<file path="src/rtl/regfile_wb_arbiter_if.sv">
// Bundle of the write-side arbiter signals: the source A writeback, the
// source B result stream, the issue/scoreboard hooks and the register-file
// write port. The master modport is the environment; the slave is the
// arbiter.
interface regfile_wb_arbiter_if;

    // Source A: in-order pipeline writeback, never back-pressured
    logic        a_valid;
    logic [4:0]  a_addr;
    logic [31:0] a_data;

    // Source B: long-latency results, queued in the arbiter FIFO
    logic        b_valid;
    logic        b_ready;
    logic [4:0]  b_addr;
    logic [31:0] b_data;

    // Issue of an instruction whose result will come back on source B
    logic        iss_valid;
    logic [4:0]  iss_addr;

    // Scoreboard queries
    logic [4:0]  q_addr1;
    logic [4:0]  q_addr2;
    logic        q_busy1;
    logic        q_busy2;

    // Register-file write port and protocol flag
    logic        we3;
    logic [4:0]  wa3;
    logic [31:0] wd3;
    logic        err;

    modport master (
        output a_valid, a_addr, a_data,
        output b_valid, b_addr, b_data,
        output iss_valid, iss_addr,
        output q_addr1, q_addr2,
        input  b_ready,
        input  q_busy1, q_busy2,
        input  we3, wa3, wd3,
        input  err
    );

    modport slave (
        input  a_valid, a_addr, a_data,
        input  b_valid, b_addr, b_data,
        input  iss_valid, iss_addr,
        input  q_addr1, q_addr2,
        output b_ready,
        output q_busy1, q_busy2,
        output we3, wa3, wd3,
        output err
    );

endinterface

</file>
<file path="src/rtl/regfile_wb_arbiter.sv">
// Write-side front end of the three-ported register file. Source A (the
// in-order writeback) always has priority on the single write port; source B
// results wait in a small FIFO and drain on cycles where A is idle. A
// per-register pending scoreboard tracks destinations still owed a source B
// result, and a sticky flag records protocol violations.
module regfile_wb_arbiter #(
    parameter int DEPTH = 4
) (
    input  logic                 clk,
    input  logic                 resetn,
    regfile_wb_arbiter_if.slave  wb
);

    localparam int PTR_W = (DEPTH > 1) ? $clog2(DEPTH) : 1;
    localparam int CNT_W = $clog2(DEPTH + 1);
    localparam logic [CNT_W-1:0] FULL_CNT = CNT_W'(DEPTH);

    // ------------------------------------------------------------------
    // State
    // ------------------------------------------------------------------
    logic [4:0]       fifo_addr_mem [DEPTH];
    logic [31:0]      fifo_data_mem [DEPTH];

    logic [PTR_W-1:0] wr_ptr_q, wr_ptr_d;
    logic [PTR_W-1:0] rd_ptr_q, rd_ptr_d;
    logic [CNT_W-1:0] count_q,  count_d;

    logic [31:0]      pend_q,   pend_d;

    logic             we3_q,    we3_d;
    logic [4:0]       wa3_q,    wa3_d;
    logic [31:0]      wd3_q,    wd3_d;
    logic             err_q,    err_d;

    // ------------------------------------------------------------------
    // FIFO control
    // ------------------------------------------------------------------
    logic             fifo_empty;
    logic             b_ready_w;
    logic             push;
    logic             pop;
    logic [4:0]       head_addr;
    logic [31:0]      head_data;

    // Ready is a function of the registered occupancy only, so it never
    // depends on what source A is doing this cycle.
    assign fifo_empty = (count_q == '0);
    assign b_ready_w  = (count_q != FULL_CNT);
    assign push       = wb.b_valid & b_ready_w;

    // Source A owns the port whenever it is valid; the FIFO only drains on
    // A-idle cycles and is never bypassed, even when it is empty.
    assign pop        = ~wb.a_valid & ~fifo_empty;

    assign head_addr  = fifo_addr_mem[rd_ptr_q];
    assign head_data  = fifo_data_mem[rd_ptr_q];

    // Pointer and occupancy next-state; pointers wrap naturally at DEPTH.
    always_comb begin
        wr_ptr_d = wr_ptr_q;
        rd_ptr_d = rd_ptr_q;
        count_d  = count_q;
        if (push) begin
            wr_ptr_d = wr_ptr_q + PTR_W'(1);
        end
        if (pop) begin
            rd_ptr_d = rd_ptr_q + PTR_W'(1);
        end
        case ({push, pop})
            2'b10:   count_d = count_q + CNT_W'(1);
            2'b01:   count_d = count_q - CNT_W'(1);
            default: count_d = count_q;
        endcase
    end

    // FIFO payload storage; contents need no reset because occupancy
    // decides what is valid.
    always_ff @(posedge clk) begin
        if (push) begin
            fifo_addr_mem[wr_ptr_q] <= wb.b_addr;
            fifo_data_mem[wr_ptr_q] <= wb.b_data;
        end
    end

    // ------------------------------------------------------------------
    // Pending scoreboard
    // ------------------------------------------------------------------
    // r0 is hard-wired to zero, so it can never be owed a result.
    assign pend_d[0] = 1'b0;

    genvar gi;
    generate
        for (gi = 1; gi < 32; gi++) begin : g_pend
            logic set_w;
            logic clr_w;
            assign set_w = wb.iss_valid & (wb.iss_addr == 5'(gi));
            assign clr_w = pop & (head_addr == 5'(gi));
            // A new issue and the retiring result for the same register in
            // the same cycle leave the bit set: the new issue still owes one.
            assign pend_d[gi] = set_w | (pend_q[gi] & ~clr_w);
        end
    endgenerate

    assign wb.q_busy1 = pend_q[wb.q_addr1];
    assign wb.q_busy2 = pend_q[wb.q_addr2];

    // ------------------------------------------------------------------
    // Protocol checking
    // ------------------------------------------------------------------
    logic waw_err;
    logic a_err;
    logic b_err;

    // Violations are flagged but never block the offending operation. An
    // issue to a register whose result retires in this very cycle is not a
    // WAW hazard, since the older result is leaving the scoreboard.
    always_comb begin
        waw_err = wb.iss_valid & pend_q[wb.iss_addr]
                & ~(pop & (head_addr == wb.iss_addr));
        a_err   = wb.a_valid & (wb.a_addr != 5'd0) & pend_q[wb.a_addr];
        b_err   = push & (wb.b_addr != 5'd0) & ~pend_q[wb.b_addr];
        err_d   = err_q | waw_err | a_err | b_err;
    end

    // ------------------------------------------------------------------
    // Write-port selection
    // ------------------------------------------------------------------
    // Pick this cycle's writer; with nothing to write the enable drops and
    // address/data keep their last values.
    always_comb begin
        we3_d = 1'b0;
        wa3_d = wa3_q;
        wd3_d = wd3_q;
        if (wb.a_valid) begin
            we3_d = (wb.a_addr != 5'd0);
            wa3_d = wb.a_addr;
            wd3_d = wb.a_data;
        end else if (!fifo_empty) begin
            we3_d = (head_addr != 5'd0);
            wa3_d = head_addr;
            wd3_d = head_data;
        end
    end

    // All control state, with asynchronous clear so nothing is written and
    // nothing stays queued once reset asserts.
    always_ff @(posedge clk or negedge resetn) begin
        if (!resetn) begin
            wr_ptr_q <= '0;
            rd_ptr_q <= '0;
            count_q  <= '0;
            pend_q   <= '0;
            we3_q    <= 1'b0;
            wa3_q    <= 5'd0;
            wd3_q    <= 32'd0;
            err_q    <= 1'b0;
        end else begin
            wr_ptr_q <= wr_ptr_d;
            rd_ptr_q <= rd_ptr_d;
            count_q  <= count_d;
            pend_q   <= pend_d;
            we3_q    <= we3_d;
            wa3_q    <= wa3_d;
            wd3_q    <= wd3_d;
            err_q    <= err_d;
        end
    end

    assign wb.b_ready = b_ready_w;
    assign wb.we3     = we3_q;
    assign wb.wa3     = wa3_q;
    assign wb.wd3     = wd3_q;
    assign wb.err     = err_q;

endmodule

</file>
<file path="src/flat_wrapper.sv">
// flat-port wrapper written by rule: the top's interface ports become plain ports
module regfile_wb_arbiter_flat 
#(
    parameter int DEPTH = 4
)
  (clk, resetn, wb_a_valid, wb_a_addr, wb_a_data, wb_b_valid, wb_b_addr, wb_b_data, wb_iss_valid, wb_iss_addr, wb_q_addr1, wb_q_addr2, wb_b_ready, wb_q_busy1, wb_q_busy2, wb_we3, wb_wa3, wb_wd3, wb_err);
  regfile_wb_arbiter_if wb_i ();
  input  logic clk;
  input  logic resetn;
  input wire logic [$bits(wb_i.a_valid)-1:0] wb_a_valid;
  input wire logic [$bits(wb_i.a_addr)-1:0] wb_a_addr;
  input wire logic [$bits(wb_i.a_data)-1:0] wb_a_data;
  input wire logic [$bits(wb_i.b_valid)-1:0] wb_b_valid;
  input wire logic [$bits(wb_i.b_addr)-1:0] wb_b_addr;
  input wire logic [$bits(wb_i.b_data)-1:0] wb_b_data;
  input wire logic [$bits(wb_i.iss_valid)-1:0] wb_iss_valid;
  input wire logic [$bits(wb_i.iss_addr)-1:0] wb_iss_addr;
  input wire logic [$bits(wb_i.q_addr1)-1:0] wb_q_addr1;
  input wire logic [$bits(wb_i.q_addr2)-1:0] wb_q_addr2;
  output wire logic [$bits(wb_i.b_ready)-1:0] wb_b_ready;
  output wire logic [$bits(wb_i.q_busy1)-1:0] wb_q_busy1;
  output wire logic [$bits(wb_i.q_busy2)-1:0] wb_q_busy2;
  output wire logic [$bits(wb_i.we3)-1:0] wb_we3;
  output wire logic [$bits(wb_i.wa3)-1:0] wb_wa3;
  output wire logic [$bits(wb_i.wd3)-1:0] wb_wd3;
  output wire logic [$bits(wb_i.err)-1:0] wb_err;
  assign wb_i.a_valid = wb_a_valid;
  assign wb_i.a_addr = wb_a_addr;
  assign wb_i.a_data = wb_a_data;
  assign wb_i.b_valid = wb_b_valid;
  assign wb_i.b_addr = wb_b_addr;
  assign wb_i.b_data = wb_b_data;
  assign wb_i.iss_valid = wb_iss_valid;
  assign wb_i.iss_addr = wb_iss_addr;
  assign wb_i.q_addr1 = wb_q_addr1;
  assign wb_i.q_addr2 = wb_q_addr2;
  assign wb_b_ready = wb_i.b_ready;
  assign wb_q_busy1 = wb_i.q_busy1;
  assign wb_q_busy2 = wb_i.q_busy2;
  assign wb_we3 = wb_i.we3;
  assign wb_wa3 = wb_i.wa3;
  assign wb_wd3 = wb_i.wd3;
  assign wb_err = wb_i.err;
  regfile_wb_arbiter #(.DEPTH(DEPTH)) u_core (.clk(clk), .resetn(resetn), .wb(wb_i));
endmodule
</file>
<file path="config.mk">
export PLATFORM = sky130hd
export DESIGN_NAME = regfile_wb_arbiter_flat
export DESIGN_NICKNAME = d
export VERILOG_FILES = /design/src/rtl/regfile_wb_arbiter_if.sv /design/src/rtl/regfile_wb_arbiter.sv /design/src/flat_wrapper.sv
export SDC_FILE = /design/constraint.sdc
export NUM_CORES = 1
export LEC_CHECK = 0
export CAP_MARGIN = 20
export CORE_AREA = 2 2 163 165
export DETAILED_ROUTE_END_ITERATION = 6
export DIE_AREA = 0 0 165 167
export SLEW_MARGIN = 5
export SYNTH_ARGS = -nofsm -noshare
export SYNTH_HDL_FRONTEND = slang
export SYNTH_SLANG_ARGS = --single-unit
</file>
<file path="constraint.sdc">
create_clock -name clk -period 7.7 [get_ports clk]
set_input_delay 1.54 -clock clk [delete_from_list [all_inputs] [get_ports clk]]
set_output_delay 1.54 -clock clk [all_outputs]
set_load 0.02 [all_outputs]
</file>
==> impl_results.md, run 1 <==
* Status: finished, final reports clean
* Syn avg cell area at 15.95 µm²
* Die Height at 167 µm
* Number of max-slew violations in the final report at 0
* Power Internal at 0.003121 W
* Period minus WS final at 5.757 ns
* GRT Util Overall at 19.06%
* Clock-pin slew on the worst setup and hold paths at about 0.050 ns
* WL final at 25.63 mm
* Row count at 59
* Crit end category: primary output
* Die extent in x at 165 µm
* Worst-path fanout max at 9
* # H-tree levels at 1
* CTS tree: done
* First-pass GRT wire length at 39.90 mm
* Synthesis Warnings at 0
* Final hold vios at 0
* Count of flip-flops with a built-in enable after synthesis at 148
* Top FF cell, synth: edfxtp_1
* Power Density at between 300 and 400 nW/µm²
* Setup violators final at 0
* Gpl congestion at 0.8631
* Slew margin rel. at 29.23%
* Clock Skew at around 0.013 ns
* Yosys reg bits at 225
* Max Freq at ~170 MHz
* Worst-Skew Late Latency at 0.52 ns
* Antenna Violating Nets Remaining at 0
* Remaining DRCs at 0
* Worst EP arrival at 4.22 ns
* Yosys top cell by area: edfxtp_1
* Synth unique cells at 56
* Maxcap violations at 0
* Syn Nets at 742
* Vias per Instance at 5.666
* GRT overflow at 0
* Crit start category: input port
* Logic gate share of total power at 33.5%
* Worst IR Drop VDD at 0.0002376 V
* Via count at 6,363
* Clock power frac at 23.7%
* Pwr Total at 0.004714 W
* Switching fraction of total power at between 30 and 40%
* Fin nets at 869
* Sequential share of power at 42.8%
* Cts bufs inserted at 25
* Worst-Margin Slew at 1.062 ns
* Bufs and invs on worst path at 2
* Sequential Area at 6374 µm²
* Diode count at 0
* Area occupied by multi-input gates at 3645 µm²
* Min-delay worst type: flop to flop
* Crit path cell chain: clkdlybuf4s50_1 > mux4_2 > mux4_2 > mux2_2 > clkdlybuf4s50_1
* DP Wirelength at roughly 17 mm
* Post-Synthesis Cells at between 600 and 700
* Clk buf depth at 3
* Top delay family on crit path: multiplexers
* Area growth from synthesis to layout at 23.34%
* Final period util at approximately 75%
* Final setup TNS at 0 ns
* Slowest cell on the critical path: clkdlybuf4s50_1
* Clock sink count at 225
* Post-cts resize count at 0
* First-pass DRT Iterations at 5
* Fillers at 2,203
* Post-synth ARST share at 34.22%
* Hold buffer count at CTS at 0
* Starting DRT DRC Count at about 600
* Initial Util at ~40%
* Vias in the first global route at between 6,000 and 7,000
* Crit-path max cell delay at 0.80 ns
* Root buffer cell: clkbuf_16
* Initial antenna violation count at 0
* Largest net degree at the start of global routing at 65
* Die area at around 28,000 µm²
* Core area at 25,760 µm²
* WL/cell at 22.82 µm
* Seq/Total Area, Yosys at 62.22%
* Post CTS Setup Buffer Count at 0
* PortBufs at 135
* Synth top area share at 43.40%
* Synth top area cells: edfxtp_1 43%, dfrtp_1 19%, mux4_2 16%, mux2i_1 3.9%, o21ai_0 3.9%
* Boundary pin count at 136
* Critical Path RT at roughly 6.2 ns
* Layout cells sized above 1 at between 10% and 20%
* Critical path type: input port to primary output
* Mapped Area at between 10,000 and 15,000 µm²
* Worst hold slack at ~0.48 ns
* RSZ-0062 raised after global routing: no
* Leak pwr at ~4.4 nW
* P_sw at ~0.0016 W
## worst min-delay path, stage by stage (launching register included)
cell and delay (ns):
dfrtp_1 0.34, nand2_1 0.05, o21ai_0 0.06
## flip-flops by register name (all words and copies together) (netlist names)
name and flops:
u_core.wb.wd3 32, u_core.fifo_addr_mem 20, u_core.wb.wa3 5, u_core.fifo_data_mem 128, u_core.wr_ptr_q 2, u_core.pend_q 31, u_core.wb.err 1, u_core.wb.we3 1
u_core.rd_ptr_q 2, u_core.count_q 3
## logic make-up (layout without fill, tap and decap cells)
logic type	after synthesis	count (layout)	synth area share, %
fa+ha+maj	6	6	0.8065
buf+inv	52	198	2.297
xor+xnor	11	11	1.014
compound gates	112	112	6.415
flops	225	225	62.22
mux	126	126	21.65
simple gates	110	110	5.596
## metrics by stage
step | utilization (%) | cells | area [µm²] | worst slack (ns)
detailed placement | 46.03 | 1077 | 11860 | 1.940
global placement | 46.03 | 1077 | 11860 | 2.018
global route | 49.02 | 1123 | 12630 | 1.829
floorplan | - | 642 | 10240 | 3.097
CTS | 49.02 | 1123 | 12630 | 1.931
finish | 49.02 | 1123 | 12630 | 1.943
## cells in the final DEF (no fill, tap or decap), types with 6 or more instances in the layout
cell and n:
clkbuf_1 10, clkbuf_16 25, clkdlybuf4s50_1 133, dfrtp_1 75
edfxtp_1 148, inv_1 13, mux2_2 11, mux2i_1 40
mux4_2 74, nand2_1 52, nand2b_1 7, nand3_1 12
nor2_1 7, o21ai_0 80, o31ai_1 7, xor2_1 6
## power groups by stage
stage	sequential, W	combinational, W	clock [W]
after floorplan	0.00197	0.000982	0
after global placement	0.00202	0.00157	0
after detailed placement	0.00203	0.00160	0
after CTS	0.00201	0.00161	0.00115
after global routing	0.00205	0.00172	0.00120
final	0.00202	0.00158	0.00112
## final timing paths
kind | start | to | slack [ns] | depth (start not counted)
max | wb_q_addr1[0] | wb_q_busy1 | 1.94 | 5
min | u_core.wb.wd3[11] | u_core.wb.wd3[11] | 0.48 | 2
max reg2reg | u_core.rd_ptr_q[0] | u_core.wb.err | 4.90 | 6
min reg2reg | u_core.wb.wd3[11] | u_core.wb.wd3[11] | 0.48 | 2
max in group asynchronous | resetn | u_core.rd_ptr_q[1] | 5.69 | 2
min in group asynchronous | resetn | u_core.wb.wa3[4] | 0.97 | 1
## synth_stat cells (11+ instances only)
library cell	count
o21ai_0	80
clkbuf_1	15
dfrtp_1	77
buf_2	14
mux2_2	11
inv_1	13
mux4_2	74
nand3_1	12
nand2_1	52
edfxtp_1	148
mux2i_1	40
## routing by layer
metal	wire length [µm]	share of wire, %	GRT usage, %	up-vias
li1	-	-	-	2798
met1	10350	40	24.54	3258
met2	13010	51	32.66	264
met3	1752	6.8	3.736	43
met4	508	2.0	5.558	0
met5	0	0	0	-
## cell type report
type	count	area share (%)
tap	335	3.319
inverter	13	0.3864
timing repair buffer	139	10.88
clock inverter	9	0.6241
sequential	225	50.47
multi-input combinational	365	28.86
clock buffer	37	5.469
Power figures use the tool's default switching activity.
==> run 2: changes to the inputs <==
clock period = 5.7 ns   (was 7.7 ns; I/O delays follow)
==> impl_results.md, run 2 (synthesis gave the netlist of run 1 again) <==
* Cts bufs inserted at 25
* Post CTS Setup Buffer Count at 0
* Diode count at 0
* Clock-pin slew on the worst setup and hold paths at 0.06 ns
* Boundary pin count at 136
* Antenna Violating Nets Remaining at 0
* Maxcap violations at 0
* GRT overflow at 0
* Power Density at slightly above 500 nW/µm²
* Vias in the first global route at 6,910
* Status: finished, final reports clean
* Commonest non-fill, non-tap cells in the layout: 148 x edfxtp_1, 133 x clkdlybuf4s50_1, 80 x o21ai_0, 75 x dfrtp_1, 74 x mux4_2
* Hold path cells at 2
* # H-tree levels at 1
* Post-cts resize count at 0
* Die extent in x at 165 µm
* Worst-Margin Slew at 1.041 ns
* Slew margin rel. at approximately 31%
* Fin nets at 869
* Worst-Skew Late Latency at between 0.5 and 0.6 ns
* First-pass DRT Iterations at 7
* Crit path cell chain: clkdlybuf4s50_1 > mux4_2 > mux4_2 > mux2_2 > clkdlybuf4s50_1
* Largest net degree at the start of global routing at 78
* Core area at between 20,000 and 30,000 µm²
* Vias per Instance at 5.667
* Max Freq at 203.4 MHz
* Gpl congestion at approximately 0.87
* Row count at 59
* Root buffer cell: clkbuf_16
* First-pass GRT wire length at 39.57 mm
* Period minus WS final at 4.917 ns
* GRT Util Overall at a little under a fifth
* Worst EP arrival at 3.78 ns
* PortBufs at 135
* Die area at 27,560 µm²
* Worst hold slack at ~0.48 ns
* WL final at 25.76 mm
* Most common cell after layout, fill and taps aside: edfxtp_1
* R2r worst-path depth at 5
* Number of max-slew violations in the final report at 0
* Crit start category: input port
* DP Wirelength at 16.95 mm
* CTS tree: done
* Layout cells sized above 1 at 19.04%
* Via count at 6,364
* Area growth from synthesis to layout at 24.65%
* Final period util at 86.26%
* Setup violators final at 0
* Crit-path max cell delay at a little under 0.8 ns
* Crit end category: primary output
* Top reg by flops: u_core.fifo_data_mem
* Max reg flops at 128
* Bufs and invs on worst path at 2
* Leak pwr at 4.497 nW
* Clock Skew at between 0.01 and 0.015 ns
* Final hold vios at 0
* WL/cell at 22.93 µm
* Top delay family on crit path: multiplexers
* Min-delay worst type: flop to flop
* Hold buffer count at CTS at 0
* Stages on worst setup path at 5
* Worst IR Drop VDD at 0.0002507 V
* Critical Path RT at between 4 and 5 ns
* Slowest cell on the critical path: clkdlybuf4s50_1
* Die Height at 167 µm
* Starting DRT DRC Count at 453
* Clock sink count at 225
* Initial antenna violation count at 2
* Critical path type: input port to primary output
* Worst-path fanout max at 9
* Final setup TNS at 0 ns
* Initial Util at 39.75%
* Remaining DRCs at 0
* RSZ-0062 raised after global routing: no
* Clk buf depth at 3
## run 2: power by group
| part | internal (W) | switching (W) |
|---|---|---|
| sequential | 0.00225 | 0.000501 |
| clock | 0.00105 | 0.000656 |
| combinational | 0.00108 | 0.00103 |
| total | 0.00438 | 0.00219 |
## run 2: final cells by class
cell class                      instances  area [µm²]
Timing Repair Buffer                  139        1394
Fill cell                            2171       13000
Sequential cell                       225        6374
Inverter                               13       48.80
Clock inverter                         18       236.5
Clock buffer                           28       646.9
Tap cell                              335       419.2
Multi-Input combinational cell        365        3645
## run 2: worst paths after layout
| check | endpoint | start | slack, ns |
|---|---|---|---|
| setup / recovery | wb_q_busy2 | wb_q_addr2[0] | 0.78 |
| hold / removal | u_core.wb.wd3[0] | u_core.wb.wd3[0] | 0.48 |
| setup reg to reg | u_core.pend_q[8] | u_core.rd_ptr_q[1] | 3.07 |
| hold reg to reg | u_core.wb.wd3[0] | u_core.wb.wd3[0] | 0.48 |
| max in group asynchronous | u_core.rd_ptr_q[0] | resetn | 4.47 |
| min in group asynchronous | u_core.pend_q[14] | resetn | 0.61 |
## run 2: metal layers
layer | up-vias | GRT usage (%) | part of all wire (%) | wire, µm
li1 | 2799 | - | - | -
met1 | 3218 | 24.45 | 40 | 10330
met2 | 283 | 32.23 | 50 | 12770
met3 | 62 | 3.836 | 7.3 | 1888
met4 | 2 | 5.709 | 2.9 | 757
met5 | - | 0 | 0.050 | 13
## run 2: worst reg2reg max path, cell delays in order (launching register included)
cell	delay, ns
dfrtp_2	1.06
mux4_2	0.58
nand2b_1	0.27
nand2b_1	0.27
o21ai_0	0.20
o31ai_1	0.09
## run 2: through the flow
step | total power [W] | setup slack (ns) | std cells | area (µm²) | util [%]
2_1_floorplan | 0.003988 | 1.897 | 642 | 10240 | -
3_3_place_gp | 0.004841 | 0.8185 | 1076 | 11850 | 46.01
3_5_place_dp | 0.004905 | 0.7610 | 1076 | 11850 | 46.01
4_1_cts | 0.006628 | 0.7567 | 1122 | 12740 | 49.43
5_1_grt | 0.006898 | 0.6556 | 1123 | 12760 | 49.54
6_report | 0.006567 | 0.7829 | 1123 | 12760 | 49.54
==> run 3: changes to the inputs <==
CAP_MARGIN = 40   (was 20)
CORE_AREA = 2 2 175 177   (was 2 2 163 165)
DIE_AREA = 0 0 177 179   (was 0 0 165 167)
GPL_TIMING_DRIVEN = 0   (was unset)
==> impl_results.md, run 3 (synthesis gave the netlist of run 1 again) <==
* PortBufs at 127
* Final Cell Area at 12,950 µm²
* Worst IR Drop VDD at 0.0002651 V
* Max Freq at around 220 MHz
* First-pass GRT wire length at around 40 mm
* Critical Path RT at around 4.6 ns
* Status: finished, final reports clean
* Crit start category: input port
* Worst-path fanout max at 9
* Period minus WS final at approximately 4.5 ns
* Clock Skew at 0.01149 ns
* CTS tree: done
* Boundary pin count at roughly 140
* Remaining DRCs at 0
* Power Density at approximately 500 nW/µm²
* R2r worst-path depth at 9
* GRT Util Overall at 16.71%
* Crit end category: primary output
* Post-cts resize count at 0
* Core area at 30,030 µm²
* Hold buffer count at CTS at 0
* Slew margin rel. at a little under half
* Commonest non-fill, non-tap cells in the layout: 148 x edfxtp_1, 126 x clkdlybuf4s50_1, 80 x o21ai_0, 77 x dfrtp_1, 74 x mux4_2
* WL/cell at between 20 and 25 µm
* Initial antenna violation count at 3
* Gpl congestion at between 0.8 and 0.9
* Max reg flops at roughly 130
* Row count at 64
* Vias per Instance at 5.260
* Top reg by flops: u_core.fifo_data_mem
* Clock sink count at 225
* Min-delay worst type: flop to flop
* RSZ-0062 raised after global routing: no
* Root buffer cell: clkbuf_16
* First-pass DRT Iterations at 5
* Die Height at 179 µm
* Final hold vios at 0
* Antenna Violating Nets Remaining at 0
* Clock-pin slew on the worst setup and hold paths at 0.06 ns
* Die extent in x at around 180 µm
* Vias in the first global route at 6,735
* Via count at 6,417
* Post CTS Setup Buffer Count at 0
* Leak pwr at 4.574 nW
* Die area at 31,680 µm²
* GRT overflow at 0
* Most common cell after layout, fill and taps aside: edfxtp_1
* Layout cells sized above 1 at 19.37%
* Hold Path End: u_core.wb.wd3[26]
* # H-tree levels at 1
* Area growth from synthesis to layout at 26.45%
* Maxcap violations at 0
* Worst-Skew Late Latency at 0.52 ns
* Worst-Margin Slew at 0.8153 ns
* Initial Util at between 30% and 40%
* Clk buf depth at 3
* Worst EP arrival at approximately 3.3 ns
* DP Wirelength at 18.28 mm
* Worst hold slack at 0.4799 ns
* Critical path type: input port to primary output
* Largest net degree at the start of global routing at 41
* Fin nets at 903
* Setup violators final at 0
* Starting DRT DRC Count at 433
* Reg2reg start: u_core.count_q[0]
* Final setup TNS at 0 ns
* WL final at 26.12 mm
* Number of max-slew violations in the final report at 0
* DP Area at ~12,000 µm²
* Hold path cells at 2
* HP Start: u_core.wb.wd3[26]
* Final period util at between 70% and 80%
* Cts bufs inserted at 24
* RR Endpoint: u_core.count_q[2]
* Reg-to-reg slack, setup at approximately 3.3 ns
-- run 3: cell type report --
cell class,instances,area [µm²]
Timing Repair Buffer,135,1400
Antenna cell,3,7.507
Inverter,13,48.80
Sequential cell,225,6371
Multi-Input combinational cell,365,3638
Clock inverter,14,157.7
Clock buffer,30,643.1
Buffer,39,186.4
Fill cell,2745,17080
Tap cell,396,495.5
-- run 3: worst max path at each step --
stage               cells after the start           endpoint  slack [ns]           from
floorplan                               6         wb_q_busy1        1.90  wb_q_addr1[1]
global placement                        1  u_core.wb.wd3[17]        0.27         resetn
detailed placement                      7         wb_q_busy1        1.21  wb_q_addr1[1]
CTS                                     7         wb_q_busy1        1.20  wb_q_addr1[1]
global route                            7         wb_q_busy2        1.11  wb_q_addr2[1]
finish                                  7         wb_q_busy1        1.22  wb_q_addr1[1]
-- run 3: worst max-delay path, stage by stage --
cell             delay (ns)
clkbuf_1               0.41
mux2_2                 0.39
nand2_1                0.06
o21ai_0                0.07
mux4_2                 0.46
mux2_2                 0.27
clkdlybuf4s50_1        0.54
-- run 3: routing by layer --
layer / vias up / GRT usage [%] / part of all wire (%)
met2: 232 / 27.79 / 49
met1: 3265 / 22.44 / 42
met4: 0 / 3.444 / 1.5
li1: 2885 / - / -
met5: - / 0 / 0
met3: 35 / 3.923 / 7.8
-- run 3: through the flow --
| step | worst slack, ns | utilization (%) | std cells | power, W |
|---|---|---|---|---|
| 2_1_floorplan | 1.897 | - | 642 | 0.003988 |
| 3_3_place_gp | 0.2686 | 39.98 | 1165 | 0.004901 |
| 3_5_place_dp | 1.209 | 40.43 | 1173 | 0.004961 |
| 4_1_cts | 1.204 | 43.10 | 1217 | 0.006540 |
| 5_1_grt | 1.106 | 43.10 | 1217 | 0.006824 |
| 6_report | 1.220 | 43.12 | 1220 | 0.006471 |
-- run 3: where the power goes --
group          leakage, nW  total [W]  internal, W  switching [W]
combinational         1.91    0.00230      0.00114        0.00115
clock                0.392    0.00156     0.000938       0.000623
sequential            2.27    0.00261      0.00225       0.000367
